<file path="config.mk">
export PLATFORM = sky130hd
export DESIGN_NAME = booth_mul_seq
export DESIGN_NICKNAME = d
export VERILOG_FILES = /design/src/rtl/booth_pkg.sv /design/src/rtl/booth_step.sv /design/src/rtl/booth_mul_seq.sv
export SDC_FILE = /design/constraint.sdc
export NUM_CORES = 1
export LEC_CHECK = 0
export CAP_MARGIN = 20
export CORE_MARGIN = 5
export CORE_UTILIZATION = 42
export DETAILED_ROUTE_END_ITERATION = 12
export PLACE_DENSITY = 0.73
export SLEW_MARGIN = 20
export SYNTH_ARGS = -nofsm -noshare
export SYNTH_HDL_FRONTEND = slang
export SYNTH_SLANG_ARGS = --single-unit
export TNS_END_PERCENT = 1
</file>
<file path="constraint.sdc">
create_clock -name clk -period 3.5 [get_ports clk]
set_input_delay 0.35 -clock clk [delete_from_list [all_inputs] [get_ports clk]]
set_output_delay 0.35 -clock clk [all_outputs]
set_load 0.01 [all_outputs]
</file>
<file path="src/rtl/booth_pkg.sv">
// Shared types and constants for the sequential radix-2 Booth multiplier.
package booth_pkg;

  localparam int BOOTH_WIDTH = 16;

  typedef enum logic [1:0] {
    IDLE = 2'd0,
    RUN  = 2'd1,
    DONE = 2'd2
  } state_t;

  // Booth recoding of {Q[0], q_m1}
  localparam logic [1:0] BOOTH_ADD = 2'b01;
  localparam logic [1:0] BOOTH_SUB = 2'b10;

endpackage

</file>
<file path="src/rtl/booth_step.sv">
// One combinational radix-2 Booth iteration: conditional add/subtract of M,
// then arithmetic right shift of {A, Q, q_m1}.
module booth_step
  import booth_pkg::*;
#(
  parameter int WIDTH = BOOTH_WIDTH
) (
  input  logic signed [WIDTH:0]   a,
  input  logic        [WIDTH-1:0] q,
  input  logic                    q_m1,
  input  logic signed [WIDTH-1:0] m,
  output logic signed [WIDTH:0]   a_nxt,
  output logic        [WIDTH-1:0] q_nxt,
  output logic                    q_m1_nxt
);

  logic signed [WIDTH:0] m_ext;
  logic signed [WIDTH:0] sum;

  assign m_ext = {m[WIDTH-1], m};

  always_comb begin
    sum = a;
    case ({q[0], q_m1})
      BOOTH_ADD: sum = a + m_ext;
      BOOTH_SUB: sum = a - m_ext;
      default:   sum = a;
    endcase
  end

  assign a_nxt    = {sum[WIDTH], sum[WIDTH:1]};
  assign q_nxt    = {sum[0], q[WIDTH-1:1]};
  assign q_m1_nxt = q[0];

endmodule

</file>
<file path="src/rtl/booth_mul_seq.sv">
// Sequential radix-2 Booth multiplier with start/busy/done handshake.
// Optional BOOTH_ZERO_SKIP_EN: zero operands bypass iteration and finish in one clock.
module booth_mul_seq
  import booth_pkg::*;
#(
  parameter int WIDTH = BOOTH_WIDTH
) (
  input  logic                      clk,
  input  logic                      rst_n,
  input  logic                      start,
  input  logic signed [WIDTH-1:0]   multiplicand,
  input  logic signed [WIDTH-1:0]   multiplier,
  output logic                      busy,
  output logic                      done,
  output logic signed [2*WIDTH-1:0] product
);

  localparam int CNT_W = (WIDTH > 2) ? $clog2(WIDTH) : 1;
  localparam logic [CNT_W-1:0] LAST_ITER = CNT_W'(WIDTH - 1);

  state_t state, state_nxt;

  logic signed [WIDTH:0]   a_reg;
  logic        [WIDTH-1:0] q_reg;
  logic signed [WIDTH-1:0] m_reg;
  logic                    q_m1;
  logic        [CNT_W-1:0] count;

  logic signed [WIDTH:0]   a_nxt;
  logic        [WIDTH-1:0] q_nxt;
  logic                    q_m1_nxt;
  logic                    zero_ops;
  logic                    last_iter;

  booth_step #(.WIDTH(WIDTH)) u_step (
    .a        (a_reg),
    .q        (q_reg),
    .q_m1     (q_m1),
    .m        (m_reg),
    .a_nxt    (a_nxt),
    .q_nxt    (q_nxt),
    .q_m1_nxt (q_m1_nxt)
  );

`ifdef BOOTH_ZERO_SKIP_EN
  assign zero_ops = (multiplicand == '0) || (multiplier == '0);
`else
  assign zero_ops = 1'b0;
`endif

  assign last_iter = (count == LAST_ITER);

  always_comb begin
    state_nxt = state;
    case (state)
      IDLE:    if (start) state_nxt = zero_ops ? DONE : RUN;
      RUN:     if (last_iter) state_nxt = DONE;
      DONE:    state_nxt = IDLE;
      default: state_nxt = IDLE;
    endcase
  end

  always_ff @(posedge clk or negedge rst_n) begin
    if (!rst_n) begin
      state   <= IDLE;
      a_reg   <= '0;
      q_reg   <= '0;
      m_reg   <= '0;
      q_m1    <= 1'b0;
      count   <= '0;
      product <= '0;
    end else begin
      state <= state_nxt;
      case (state)
        IDLE: begin
          if (start) begin
            m_reg <= multiplicand;
            a_reg <= '0;
            q_reg <= multiplier;
            q_m1  <= 1'b0;
            count <= '0;
            if (zero_ops) product <= '0;
          end
        end
        RUN: begin
          a_reg <= a_nxt;
          q_reg <= q_nxt;
          q_m1  <= q_m1_nxt;
          count <= count + 1'b1;
          // final iteration result goes straight into the product register
          if (last_iter) product <= {a_nxt[WIDTH-1:0], q_nxt};
        end
        default: ;
      endcase
    end
  end

  // Decoded from the state register, so both behave as registered outputs.
  assign busy = (state == RUN);
  assign done = (state == DONE);

endmodule
</file>
# Word level (Yosys, flattened, before mapping)
# Index checks and enable logic that the tools add are counted.
# W data, S select, Z words.
[totals]
reg_bits = 88
inputBits = 35
[classes]
n_reduce_logical = 6
muxes = 12
eq_ne = 7
add_sub_neg = 3
[ops]
columns = ["op", "count"]
rows = [
  ["$pmux W17 S2", 2],
  ["$pmux W16 S2", 1],
  ["$add A17 B16 Y17", 1],
  ["$mux W17", 1],
  ["$sub A17 B16 Y17", 1],
  ["$mux W16", 1],
  ["$pmux W4 S2", 1],
  ["$reduce_and A2 Y1", 4],
  ["$add A4 B1 Y4 const B", 1],
  ["$eq A2 B1 Y1 const B", 2],
  ["$eq A2 B2 Y1 const B", 2],
  ["$eq A4 B4 Y1 const B", 1],
  ["$mux W2", 2],
  ["$mux W4", 1],
  ["$pmux W2 S2", 1],
  ["$logic_not A2 Y1", 1],
  ["$ne A2 B1 Y1 const B", 1],
  ["$ne A2 B2 Y1 const B", 1],
  ["$pmux W1 S2", 1],
  ["$reduce_bool A2 Y1", 1],
  ["$mux W1", 1],
]

# Longest topological paths before layout
# Gate-level depths: netlist of run 1.
[logic_depth]
ltp_word = 3
ltp_mapped = 15
ltp_nobuf = 14

# By module
# Synthesis of run 1 repeated with hierarchy kept, for this count alone.
[hier_totals]
cells_unflattened = 482
hier_area_um2 = 5152.4
[modules_own_cells]
columns = ["mod", "area_each_um2", "n_inst", "cells_each"]
rows = [
  ["booth_mul_seq", 3656.0, 1, 255],
  ["booth_step", 1496.4, 1, 227],
]

# Worst setup path after synthesis of run 1
# No wires, ideal clock.
[synth_path]
path_type = "reg-to-reg"
start = "register m_reg[7]"
end = "register product[31]"
path_stages_with_launch = 14
slack_ns = 0.088
setup_time_ns = 0.082
arrival_ns = 3.330
cell_sequence = "dfrtp_1 -> or4_4 -> nor4_1 -> a21oi_1 -> xnor2_1 -> ha_1 -> clkbuf_1 -> a21o_1 -> a31o_2 -> a221oi_1 -> o21ai_1 -> xnor2_1 -> or3_1 -> a31oi_1"
[synth_via]
elab_chain_len = 2
[synth_rtl]
columns = ["item", "line_no", "text"]
rows = [
  ["start: declaration", "booth_mul_seq.sv:25", "logic signed [WIDTH-1:0] m_reg;"],
  ["start signal: assignment", "booth_mul_seq.sv:77", "m_reg <= multiplicand;"],
  ["$sub A17 B16 Y17 / $add A17 B16 Y17 (equally long branches)", "booth_step.sv:26, booth_step.sv:25", ""],
  ["$pmux W17 S2 (*)", "booth_step.sv:24", "case ({q[0], q_m1})"],
  ["end signal: assignment", "booth_mul_seq.sv:91", "if (last_iter) product <= {a_nxt[WIDTH-1:0], q_nxt};"],
  ["end: declaration", "booth_mul_seq.sv:15", "output logic signed [2*WIDTH-1:0] product"],
]
# Mark *: on every way between the ends. The rest lies on a longest branch, timed or not.
# A chain may end at the register's enable or synchronous reset.

# Final worst setup path of run 1
[layout_path]
start = "register m_reg[1]"
end = "register a_reg[15]"
[layout_via]
elab_chain_len = 3
[layout_rtl]
columns = ["item", "line_no", "text"]
rows = [
  ["$sub A17 B16 Y17 / $add A17 B16 Y17 (equally long branches)", "booth_step.sv:26, booth_step.sv:25", ""],
  ["$pmux W17 S2 (*)", "booth_step.sv:24", ""],
  ["$pmux W17 S2 (*)", "booth_mul_seq.sv:74", "case (state)"],
  ["end signal: assignment", "booth_mul_seq.sv:86", "a_reg <= a_nxt;"],
  ["end: declaration", "booth_mul_seq.sv:23", "logic signed [WIDTH:0] a_reg;"],
]
# Marked as above.

==> impl_metrics.env, run 1 <==
export IMPL_final_common_cell="dfrtp_1"
export IMPL_antenna_found_initial=0
export IMPL_overflow=0
export IMPL_regMostFlops="product"
export IMPL_rr_startpoint="m_reg[1]"
export IMPL_dp_hpwl_microns=8210
export IMPL_grt_total_usage=0.180
export IMPL_nNetsFinal=649
export IMPL_start_kind="register"
export IMPL_drc_errors=0
export IMPL_setup_viol=0
export IMPL_skew_ns=0.00598
export IMPL_synth_seq_cells=87
export IMPL_die_area_sq_um=13600
export IMPL_fillers=1030
export IMPL_port_buffers=68
export IMPL_use_met1=0.248
export IMPL_netlist_instances=515
export IMPL_cp_required_ns=3.78
export IMPL_finalWeightedCongestion=0.931
export IMPL_finalWirelength_microns=12000
export IMPL_path_max_fanout=4
export IMPL_min_path_type="input port to async pin"
export IMPL_final_cell_mix="87 x dfrtp_1, 76 x nand2_1, 67 x clkdlybuf4s50_1"
export IMPL_layout_drive_gt1_share=0.157
export IMPL_ys_types=54
export IMPL_insertion_delay_ns=0.35
export IMPL_cts_hold_buffers=0
export IMPL_clock_path_buffers=2
export IMPL_crit_start="m_reg[1]"
export IMPL_grt_pass1_wl_microns=19600
export IMPL_utilization=0.545
export IMPL_slew_headroom=0.480
export IMPL_firstDrtPassIters=5
export IMPL_grt_pass1_vias=4012
export IMPL_async_reset_ff_frac=1.00
export IMPL_numCtsBuffers=9
export IMPL_row_count=39
export IMPL_final_antenna_net_count=0
export IMPL_criticalPathCategory="register to register"
export IMPL_hold_viol=0
export IMPL_largest_reg_flops=32
export IMPL_clockRootBuffer="clkbuf_16"
export IMPL_wl_per_cell_microns=16.2
export IMPL_yosys_warnings=0
export IMPL_clk_pin_slew_ns=0.06
export IMPL_ys_seq_area_frac=0.455
export IMPL_core_sq_um=11300
export IMPL_netlist_area_sq_um=4790
export IMPL_syn_num_nets=570
export IMPL_clock_sinks=87
export IMPL_vias_per_cell=5.47
export IMPL_drv_cap=0
export IMPL_syn_area_per_cell_sq_um=9.30
export IMPL_n_antenna_cell=0
export IMPL_finalCriticalPeriod_ns=3.49
export IMPL_worst_slew_pin_slew_ns=0.780
export IMPL_slew_viol_final=0
export IMPL_htreeDepth=3
export IMPL_drt_initial_drc_count=381
export IMPL_status="finished, final reports clean"
export IMPL_grt_busiest_layer="met2"
export IMPL_rsz0062_at_grt="yes"
export IMPL_crit_arrival_ns=3.77
export IMPL_dieHeight_microns=117
export IMPL_cts_tree="done"
export IMPL_vias=4060
export IMPL_ios=69
export IMPL_area_growth_pct=28.7
export IMPL_synth_edf_count=0
export IMPL_gr_usage_met3=0.0391
export IMPL_grt_max_degree=88
export IMPL_gr_usage_met2=0.284
export IMPL_finalHoldWorstSlack_ns=0.0511
export IMPL_ys_flop_type="dfrtp_1"
export IMPL_dieWidth_microns=117
export IMPL_cp_end_kind="register"
export IMPL_start_util=0.423
export IMPL_fmax_ghz=0.286
export IMPL_fin_crit_sh=0.998
## synth_stat cells, drive strengths merged, types with 7 or more instances
library cell | instances | area share
a22oi | 15 | 0.024
a21oi | 38 | 0.040
inv | 14 | 0.011
o21ai | 58 | 0.061
a21o | 10 | 0.016
xnor2 | 20 | 0.037
nand2 | 76 | 0.060
mux2 | 18 | 0.042
ha | 19 | 0.050
nor2 | 28 | 0.022
clkbuf | 27 | 0.021
nor2b | 21 | 0.027
dfrtp | 87 | 0.45
nor3 | 7 | 0.0097
## per-layer routing
layer / vias to the layer above / share of wire
met2: 111 / 0.47
li1: 1980 / -
met4: 0 / 0.018
met3: 19 / 0.055
met5: - / 0
met1: 1950 / 0.45
## stage by stage
step | std cells | instance area [sq um] | setup WS [ns] | TNS [ns]
2_1_floorplan | 515 | 4790 | 0.0882 | 0
3_3_place_gp | 717 | 5700 | 0.123 | 0
3_5_place_dp | 717 | 5700 | -0.0353 | -0.0353
4_1_cts | 733 | 5990 | 0.00291 | 0
5_1_grt | 742 | 6170 | -0.173 | -0.902
6_report | 742 | 6170 | 0.00766 | 0
## kinds of logic (layout without fill, tap and decap cells)
| logic type | after synthesis | count (layout) | synth area share |
|---|---|---|---|
| XOR/XNOR | 24 | 24 | 0.0439 |
| adder cells (fa/ha/maj) | 20 | 20 | 0.0538 |
| buffers and inverters | 46 | 130 | 0.0363 |
| AND/OR/NAND/NOR | 161 | 161 | 0.161 |
| multiplexers | 23 | 23 | 0.0528 |
| AO/OA/AOI/OAI | 154 | 154 | 0.197 |
| flip-flops | 87 | 87 | 0.455 |
## path summary, 6_finish.rpt
check                                  end  slack [ns]  cells past startpoint
worst max-delay path             a_reg[15]       0.008                     15
worst min-delay path            product[3]        0.05                      1
worst max register to register   a_reg[15]       0.008                     15
worst min register to register  product[3]        0.47                      2
max in group asynchronous        m_reg[10]        2.91                      1
min in group clk                product[3]        0.47                      2
## worst max-delay path, cell delays in order, from the launching register on
cell and delay [ns]:
dfrtp_1 0.41, inv_2 0.10, ha_4 0.14, or4b_4 0.47
buf_4 0.16, nor3_4 0.23, a21oi_2 0.10, xnor2_1 0.14
ha_2 0.21, a21o_1 0.19, a21o_1 0.21, a221oi_2 0.32
o21ai_2 0.12, xnor2_2 0.17, or4_1 0.40, nand3_1 0.08
## cell type report
class / count / area [sq um] / area share
clock buffer: 12 / 256 / 0.0416
inverter: 14 / 52.6 / 0.00852
timing repair buffer: 100 / 935 / 0.152
clock inverter: 4 / 30.0 / 0.00487
tap: 143 / 179 / 0.0290
sequential: 87 / 2180 / 0.353
multi-input combinational: 382 / 2540 / 0.411
## what timing repair did
| action | CTS | global route |
|---|---|---|
| buffers inserted | 0 | 9 |
| gates cloned | 0 | 0 |
| setup endpoints to repair | 2 | 12 |
| endpoints found under the hold margin | 0 | 0 |
| gates resized for setup | 1 | 22 |
| pin swaps | 0 | 16 |
Power of run 1 is left out: the tool's default activity adds up to more than one toggle a clock period on the data nets, which glitch-free logic cannot reach.
==> run 2: changes to the inputs <==
--- a/config.mk
+++ b/config.mk
@@ -7,9 +7,9 @@
 export LEC_CHECK = 0
 export CAP_MARGIN = 20
 export CORE_MARGIN = 5
-export CORE_UTILIZATION = 42
+export CORE_UTILIZATION = 25
 export DETAILED_ROUTE_END_ITERATION = 12
-export PLACE_DENSITY = 0.73
+export PLACE_DENSITY = 0.5
 export SLEW_MARGIN = 20
 export SYNTH_ARGS = -nofsm -noshare
 export SYNTH_HDL_FRONTEND = slang
==> run 2 against run 1 <==
  * Via count shrank 1.5%
  * Routed wire length rose by 5.9%
  * Core utilization is 21 points lower
  * Critical endpoint is now product[30]
==> impl_metrics.env, run 2 (synthesized netlist as in run 1, its figures left out) <==
export IMPL_criticalPathCategory="register to register"
export IMPL_overflow=0
export IMPL_slew_headroom=0.422
export IMPL_htreeDepth=3
export IMPL_start_kind="register"
export IMPL_crit_arrival_ns=3.56
export IMPL_fmax_ghz=0.299
export IMPL_regMostFlops="product"
export IMPL_path_max_fanout=3
export IMPL_vias_per_cell=4.83
export IMPL_clk_pin_slew_ns=0.07
export IMPL_rr_startpoint="m_reg[1]"
export IMPL_die_area_sq_um=22000
export IMPL_numCtsBuffers=9
export IMPL_rsz0062_at_grt="no"
export IMPL_r2r_cells=13
export IMPL_port_buffers=68
export IMPL_insertion_delay_ns=0.35
export IMPL_finalWirelength_microns=12700
export IMPL_final_cell_mix="87 x dfrtp_1, 76 x nand2_1, 67 x clkdlybuf4s50_1"
export IMPL_antenna_found_initial=0
export IMPL_ir_worst_vdd_v=0.000345
export IMPL_power_frac_seq=0.246
export IMPL_clock_sinks=87
export IMPL_setup_viol=0
export IMPL_p_leak_nw=2.70
export IMPL_skew_ns=0.00710
export IMPL_min_path_type="input port to async pin"
export IMPL_worst_slew_pin_slew_ns=0.866
export IMPL_clock_path_buffers=2
export IMPL_grt_max_degree=77
export IMPL_clockRootBuffer="clkbuf_16"
export IMPL_dieHeight_microns=148
export IMPL_finalWeightedCongestion=0.828
export IMPL_ios=69
export IMPL_fin_setup_tns_ns=0
export IMPL_hold_viol=0
export IMPL_power_switching_mw=3.50
export IMPL_reg2reg_to="product[30]"
export IMPL_final_antenna_net_count=0
export IMPL_cts_tree="done"
export IMPL_status="finished, final reports clean"
export IMPL_finalHoldWorstSlack_ns=0.0264
export IMPL_final_common_cell="dfrtp_1"
export IMPL_p_int_mw=4.41
export IMPL_drt_initial_drc_count=213
export IMPL_cp_end_kind="register"
export IMPL_grt_pass1_vias=4023
export IMPL_finalCriticalPeriod_ns=3.34
export IMPL_r2r_slack_ns=0.16
export IMPL_layout_drive_gt1_share=0.153
export IMPL_fillers=1919
export IMPL_vias=3998
export IMPL_largest_reg_flops=32
export IMPL_netSwitchingFraction=0.443
export IMPL_dieWidth_microns=148
export IMPL_power_density_nw_per_um2=1260
export IMPL_dp_hpwl_microns=8940
export IMPL_drc_errors=0
export IMPL_drv_cap=0
export IMPL_nNetsFinal=644
export IMPL_combPwrFrac=0.630
export IMPL_cp_required_ns=3.72
export IMPL_cts_hold_buffers=0
export IMPL_grt_pass1_wl_microns=20800
export IMPL_slew_viol_final=0
export IMPL_area_growth_pct=30.8
export IMPL_start_util=0.255
export IMPL_wl_per_cell_microns=15.4
export IMPL_power_share_clock=0.124
export IMPL_row_count=50
export IMPL_firstDrtPassIters=4
export IMPL_core_sq_um=18800
export IMPL_n_antenna_cell=0
export IMPL_grt_total_usage=0.118
export IMPL_fin_crit_sh=0.955
[run 2: cell types whose count changed in the layout (fill, tap and decap cells not counted), moves of 3 or more]
cell / delta
buf_4: -4
inv_6: +4
ha_2: -3
ha_4: +3
xnor2_1: -3
xnor2_2: +3
[run 2: worst max path at each step]
| stage | end | slack [ns] | cells after the start | from |
|---|---|---|---|---|
| floorplan | product[31] | 0.09 | 13 | m_reg[7] |
| global placement | a_reg[14] | 0.08 | 13 | m_reg[1] |
| detailed placement | a_reg[14] | 0.05 | 13 | m_reg[1] |
| CTS | a_reg[15] | 0.06 | 14 | m_reg[1] |
| global route | a_reg[15] | 0.0002 | 13 | m_reg[1] |
| finish | product[30] | 0.16 | 13 | m_reg[1] |
[run 2: critical path: stages, from the launching register on]
cell and delay, ns:
dfrtp_1 0.40, inv_2 0.09, ha_4 0.13, or4b_4 0.49, o41ai_2 0.25, xor2_1 0.20, ha_1 0.29, a21oi_2 0.18
o21ai_0 0.11, a311oi_1 0.26, o21ai_1 0.12, or4_1 0.48, o211ai_1 0.13, o21ai_1 0.08
[run 2: layout make-up]
| class | instances | area, sq um | share of cell area |
|---|---|---|---|
| Multi-Input combinational cell | 382 | 2560 | 0.409 |
| Sequential cell | 87 | 2180 | 0.347 |
| Timing Repair Buffer | 95 | 885 | 0.141 |
| Tap cell | 234 | 293 | 0.0467 |
| Clock buffer | 9 | 225 | 0.0359 |
| Clock inverter | 7 | 70.1 | 0.0112 |
| Inverter | 14 | 52.6 | 0.00839 |
[run 2: per-stage QoR]
| step | utilization | setup slack (ns) | area [sq um] | std cells | power [mW] |
|---|---|---|---|---|---|
| 2_1_floorplan | - | 0.0882 | 4790 | 515 | 5.10 |
| 3_3_place_gp | 0.310 | 0.0801 | 5820 | 809 | 6.50 |
| 3_5_place_dp | 0.310 | 0.0492 | 5820 | 809 | 6.61 |
| 4_1_cts | 0.326 | 0.0587 | 6120 | 825 | 7.64 |
| 5_1_grt | 0.334 | 0.000242 | 6270 | 828 | 8.65 |
| 6_report | 0.334 | 0.159 | 6270 | 828 | 7.91 |
[run 2: layer usage]
metal | up-vias | part of all wire | GRT usage
met5 | - | 0 | 0
met4 | 0 | 0.0082 | 0.0305
met3 | 7 | 0.056 | 0.0323
met2 | 110 | 0.45 | 0.182
met1 | 1905 | 0.49 | 0.163
li1 | 1976 | - | -
[run 2: timing repair]
action | CTS | global route
buffers inserted | 0 | 3
resized for setup | 1 | 23
pin swaps | 0 | 13
setup endpoints to repair | 1 | 12
[run 2: power by group through the flow]
stage / Sequential (mW) / Clock, mW / Combinational (mW)
2_1_floorplan: 1.92 / 0 / 3.18
3_3_place_gp: 1.94 / 0 / 4.56
3_5_place_dp: 1.96 / 0 / 4.65
4_1_cts: 1.94 / 1.01 / 4.68
5_1_grt: 2.03 / 1.04 / 5.58
6_report: 1.95 / 0.979 / 4.98
Power figures use the tool's default switching activity.
